===== src/rtl/phy_rx_pkg.sv =====
// rtl/phy_rx_pkg.sv - shared link-training state encodings and RX word width
package phy_rx_pkg;

   localparam int DATA_W = 32;

   typedef enum logic [2:0] {
      ST_IDLE      = 3'd0,
      ST_WAIT_ACT  = 3'd1,
      ST_SETTLE    = 3'd2,
      ST_LINK_UP   = 3'd3,
      ST_LANE_LOSS = 3'd4,
      ST_FAIL      = 3'd5
   } link_state_e;

   function automatic logic [1:0] lane_en_for(input link_state_e s);
      return (s inside {ST_WAIT_ACT, ST_SETTLE, ST_LINK_UP, ST_LANE_LOSS}) ? 2'b11 : 2'b00;
   endfunction

endpackage


===== src/rtl/phy_rx_timer.sv =====
// rtl/phy_rx_timer.sv - clearable up-counter with terminal-count compare
module phy_rx_timer #(
   parameter int W = 5
) (
   input  logic         clk_f,
   input  logic         reset,
   input  logic         clear,
   input  logic         enable,
   input  logic [W-1:0] term,
   output logic [W-1:0] count,
   output logic         done
);

   always_ff @(posedge clk_f or posedge reset) begin
      if (reset)
         count <= '0;
      else if (clear)
         count <= '0;
      else if (enable)
         count <= count + 1'b1;
   end

   assign done = (count == term);

endmodule


===== src/rtl/phy_rx_link_ctrl.sv =====
// rtl/phy_rx_link_ctrl.sv - two-lane RX link training FSM with gated datapath
// Optional PHY_RX_LINK_CTRL_STATS_EN adds word_cnt/loss_cnt statistics outputs.
module phy_rx_link_ctrl
   import phy_rx_pkg::*;
#(
   parameter int SETTLE_CYC  = 4,
   parameter int TIMEOUT_CYC = 16,
   parameter int MAX_RETRY   = 3
) (
   input  logic              clk_f,
   input  logic              reset,
   input  logic              active_0,
   input  logic              active_1,
   input  logic              valid_in,
   input  logic [DATA_W-1:0] data_in,
   output logic [1:0]        lane_en,
   output logic              link_up,
   output logic              valid_out,
   output logic [DATA_W-1:0] data_out,
   output logic [2:0]        state,
   output logic [1:0]        retry_cnt,
`ifdef PHY_RX_LINK_CTRL_STATS_EN
   output logic [15:0]       word_cnt,
   output logic [7:0]        loss_cnt,
`endif
   output logic              link_fail
);

   localparam int TW = $clog2((TIMEOUT_CYC > SETTLE_CYC) ? TIMEOUT_CYC : SETTLE_CYC) + 1;

   link_state_e   state_q, state_d;
   logic          tmr_clear, tmr_en, tmr_done;
   logic [TW-1:0] tmr_count, tmr_term;
   logic          both_active;
   logic          enter_loss;

   assign both_active = active_0 & active_1;
   assign state       = state_q;
   assign enter_loss  = (state_d == ST_LANE_LOSS) && (state_q != ST_LANE_LOSS);
   assign tmr_term    = (state_q == ST_SETTLE) ? TW'(SETTLE_CYC - 1) : TW'(TIMEOUT_CYC - 1);

   phy_rx_timer #(.W(TW)) u_timer (
      .clk_f  (clk_f),
      .reset  (reset),
      .clear  (tmr_clear),
      .enable (tmr_en),
      .term   (tmr_term),
      .count  (tmr_count),
      .done   (tmr_done)
   );

   // Both-active is tested before the timeout so a late lock still wins.
   always_comb begin
      state_d   = state_q;
      tmr_clear = 1'b0;
      tmr_en    = 1'b0;
      case (state_q)
         ST_IDLE: begin
            state_d   = ST_WAIT_ACT;
            tmr_clear = 1'b1;
         end
         ST_WAIT_ACT: begin
            if (both_active) begin
               state_d   = ST_SETTLE;
               tmr_clear = 1'b1;
            end else if (tmr_done) begin
               state_d   = ST_LANE_LOSS;
               tmr_clear = 1'b1;
            end else begin
               tmr_en = 1'b1;
            end
         end
         ST_SETTLE: begin
            if (!both_active) begin
               state_d   = ST_WAIT_ACT;
               tmr_clear = 1'b1;
            end else if (tmr_done) begin
               state_d   = ST_LINK_UP;
               tmr_clear = 1'b1;
            end else begin
               tmr_en = 1'b1;
            end
         end
         ST_LINK_UP: begin
            if (!both_active)
               state_d = ST_LANE_LOSS;
         end
         ST_LANE_LOSS: begin
            state_d = (retry_cnt == 2'(MAX_RETRY)) ? ST_FAIL : ST_IDLE;
         end
         ST_FAIL: begin
            state_d = ST_FAIL;
         end
         default: begin
            state_d   = ST_IDLE;
            tmr_clear = 1'b1;
         end
      endcase
   end

   // Outputs are registered from the next state so they change on the same edge as state.
   always_ff @(posedge clk_f or posedge reset) begin
      if (reset) begin
         state_q   <= ST_IDLE;
         lane_en   <= 2'b00;
         link_up   <= 1'b0;
         link_fail <= 1'b0;
         valid_out <= 1'b0;
         data_out  <= '0;
         retry_cnt <= 2'd0;
      end else begin
         state_q   <= state_d;
         lane_en   <= lane_en_for(state_d);
         link_up   <= (state_d == ST_LINK_UP);
         link_fail <= (state_d == ST_FAIL);
         if (state_d == ST_LINK_UP) begin
            valid_out <= valid_in;
            data_out  <= data_in;
         end else begin
            valid_out <= 1'b0;
            data_out  <= '0;
         end
         if ((state_d == ST_LINK_UP) && (state_q != ST_LINK_UP))
            retry_cnt <= 2'd0;
         else if (enter_loss && (retry_cnt != 2'(MAX_RETRY)))
            retry_cnt <= retry_cnt + 2'd1;
      end
   end

`ifdef PHY_RX_LINK_CTRL_STATS_EN
   always_ff @(posedge clk_f or posedge reset) begin
      if (reset) begin
         word_cnt <= 16'd0;
         loss_cnt <= 8'd0;
      end else begin
         if ((state_d == ST_LINK_UP) && valid_in)
            word_cnt <= word_cnt + 16'd1;
         if (enter_loss && (loss_cnt != 8'hFF))
            loss_cnt <= loss_cnt + 8'd1;
      end
   end
`endif

endmodule


===== config.mk =====
export PLATFORM = sky130hd
export DESIGN_NAME = phy_rx_link_ctrl
export DESIGN_NICKNAME = d
export VERILOG_FILES = /design/src/rtl/phy_rx_pkg.sv /design/src/rtl/phy_rx_timer.sv /design/src/rtl/phy_rx_link_ctrl.sv
export SDC_FILE = /design/constraint.sdc
export NUM_CORES = 1
export LEC_CHECK = 0
export ABC_AREA = 1
export ABC_CLOCK_PERIOD_IN_PS = 2700
export BUFFER_PORTS_ARGS = -buffer_cell sky130_fd_sc_hd__buf_2
export CORE_MARGIN = 2
export CORE_UTILIZATION = 30
export DETAILED_ROUTE_END_ITERATION = 12
export SYNTH_ARGS = -nofsm -noshare
export SYNTH_HDL_FRONTEND = slang
export SYNTH_SLANG_ARGS = --single-unit

===== constraint.sdc =====
create_clock -name clk_f -period 2.7 [get_ports clk_f]
set_input_delay 0.135 -clock clk_f [delete_from_list [all_inputs] [get_ports clk_f]]
set_output_delay 0.135 -clock clk_f [all_outputs]
set_load 0.03 [all_outputs]

==> flow_metrics.py <==
metrics = {
    "status": {
        "status": "finished, final reports clean",
    },
    "detailed_routing": {
        "met2_length_um": 1910,
        "wl_met3_um": 244,
        "wire_per_inst_um": 10.2,
        "drt-total-wl_um": 3710,
        "num_vias": 1458,
        "drcViolationCount": 0,
        "postRouteAntennaNets": 0,
        "via_per_inst": 4.02,
        "firstDrtPassIters": 4,
        "top_layer": "met4",
        "wl_met1_um": 1500,
        "drtIter0Drc": 53,
    },
    "placement": {
        "place_ws_ns": 0.974,
        "placed_cells": 356,
        "place.gp.congestion": 0.758,
        "port_buffers": 78,
        "place_hpwl_um": 2800,
    },
    "synthesis": {
        "ys_ff_latch": 46,
        "syn-cell-area_um2": 1920,
        "seq_area_frac_synth": 0.600,
        "avgSynthCellArea_um2": 9.36,
        "ys_types": 23,
        "yosysWarnings": 0,
        "synth_nets": 244,
        "synth_cells": 205,
    },
    "global_route": {
        "grt_pass1_wl_um": 6720,
        "grt_pass1_vias": 1567,
        "grt_overflow": 0,
        "grt_usage": 0.118,
        "grt_max_degree": 47,
        "antenna_found_initial": 0,
    },
    "sta": {
        "fin_skew_ns": 0.00210,
        "tns_ns": 0,
        "worstMarginPinSlew_ns": 0.946,
        "hold_violations": 0,
        "rsz0062_at_grt": "false",
        "worst_slew_margin_rel": 0.368,
        "finalCriticalPeriod_ns": 1.69,
        "setup_slack_ns": 1.01,
        "drv_slew": 0,
        "finalSetupViolations": 0,
        "max_freq_mhz": 590,
        "fin_crit_sh": 0.627,
    },
    "cells_and_area": {
        "drive_above_1_share": 0.357,
        "final_nets": 325,
        "final_cell_mix": "78 x buf_2, 51 x inv_1, 46 x dfrtp_1, 38 x nor2_1, 25 x nand2_1",
        "finish.utilization": 0.389,
        "area_delta_synth_final_pct": 27.2,
        "multiInputGateArea_um2": 520,
        "num-fill-cells": 687,
        "fin_cells": 363,
        "layout_commonest_cell": "buf_2",
        "seq_area_um2": 1150,
        "diodes": 0,
    },
    "pwr": {
        "switching_share": 0.417,
        "power.density_nw_per_um2": 866,
        "pwr-share-clk": 0.184,
        "netSwitchingPower_uw": 882,
        "vdd_drop_max_mv": 0.353,
        "seq_power_share": 0.412,
        "leakage_nw": 1.56,
        "internal_power_mw": 1.23,
        "power_frac_comb": 0.404,
    },
    "flow_run": {
        "drv_cap": 0,
    },
    "cts": {
        "clockRootBuffer": "clkbuf_8",
        "cts_made_buffers": 5,
        "cts_buffer_depth": 2,
        "clock_sinks": 46,
        "postCtsHoldBufs": 0,
        "path_clk_slew_ns": 0.08,
        "cts_resized": 0,
        "htree_levels": 2,
        "postCtsSetupRepairBufs": 0,
        "clock_insertion_delay_worst_skew_ns": 0.29,
        "tritoncts": "built",
    },
    "setup_path": {
        "arrival_ns": 1.86,
        "crit_required_ns": 2.86,
        "path_class": "flop to flop",
        "crit_path_end_kind": "flop",
        "worstPathMaxFanout": 34,
        "cp-start-kind": "flop",
    },
    "floorplan": {
        "row_count": 29,
        "io-pin-count": 79,
        "core_area_um2": 6280,
        "die_h_um": 84.0,
        "dieArea_um2": 7050,
        "initial_utilization": 0.306,
        "chipWidth_um": 84.0,
    },
    "hold_path": {
        "hold_class": "primary input to flop",
    },
}
cells by family (layout without fill, tap and decap cells):
group                    Yosys count  in the layout  share of synthesized area
AO/OA/AOI/OAI                      8              8                     0.0222
adder cells (fa/ha/maj)            2              2                     0.0130
flip-flops                        46             46                      0.600
AND/OR/NAND/NOR                   90             90                      0.231
buffers and inverters             58            139                      0.129
XOR/XNOR                           1              1                    0.00456
registers in the layout, summed over array words and instances, names as in the netlist:
name and cells:
retry_cnt 2, link_fail 1, valid_out 1, link_up 1
u_timer.count 5, state 3, data_out 32, lane_en 1
stage by stage:
stage | hold WS, ns | power, mW | cell area (µm²)
floorplan | 0.241 | 1.55 | 1920
CTS | 0.0260 | 2.16 | 2440
global placement | 0.345 | 1.74 | 2360
detailed placement | 0.348 | 1.75 | 2360
finish | 0.0449 | 2.12 | 2440
global route | 0.0309 | 2.28 | 2440
metal layers:
metal,track usage,vias up
met4,0.0440,0
li1,-,748
met1,0.133,665
met3,0.0396,7
met2,0.207,38
met5,0,-
power groups by stage:
stage          clock network [mW]  logic [mW]  registers (mW)
2_1_floorplan                   0       0.449            1.10
3_3_place_gp                    0       0.857           0.884
3_5_place_dp                    0       0.867           0.887
4_1_cts                     0.415       0.870           0.873
5_1_grt                     0.437       0.952           0.889
6_report                    0.389       0.855           0.872
cell usage after synthesis, drive strengths merged:
library cell,instances,area [µm²]
dfrtp,46,1150
a21oi,4,20.0
nand4,2,12.5
nor3,4,25.0
xnor2,1,8.76
nand2,28,118
nand3,11,97.6
ha,2,25.0
buf,4,45.0
o21ai,3,15.0
nor2,45,191
a21o,1,7.51
inv,54,203
worst max-delay path, stage by stage (launching register included):
cell	delay [ns]
dfrtp_1	0.41
ha_1	0.20
inv_1	0.09
a21oi_1	0.12
nor3_2	0.24
nand3_4	0.12
nand2_4	0.30
nor2_1	0.09
path summary, 6_finish.rpt:
check,to,slack [ns],cells past startpoint,from
worst max-delay path,data_out[23],1.01,7,retry_cnt[0]
worst min-delay path,data_out[14],0.04,3,data_in[14]
worst max register to register,data_out[23],1.01,7,retry_cnt[0]
max in group asynchronous,data_out[22],2.06,2,reset
min in group asynchronous,data_out[5],0.06,2,reset
worst min register to register,lane_en[0],0.54,1,state[2]
area by class of cell:
| type | instances | share of cell area |
|---|---|---|
| clock buffer | 6 | 0.0297 |
| clock inverter | 1 | 0.00308 |
| inverter | 54 | 0.0830 |
| multi-input combinational | 101 | 0.213 |
| sequential | 46 | 0.472 |
| tap | 77 | 0.0395 |
| timing repair buffer | 78 | 0.160 |
(Power assumes the default switching activity.)
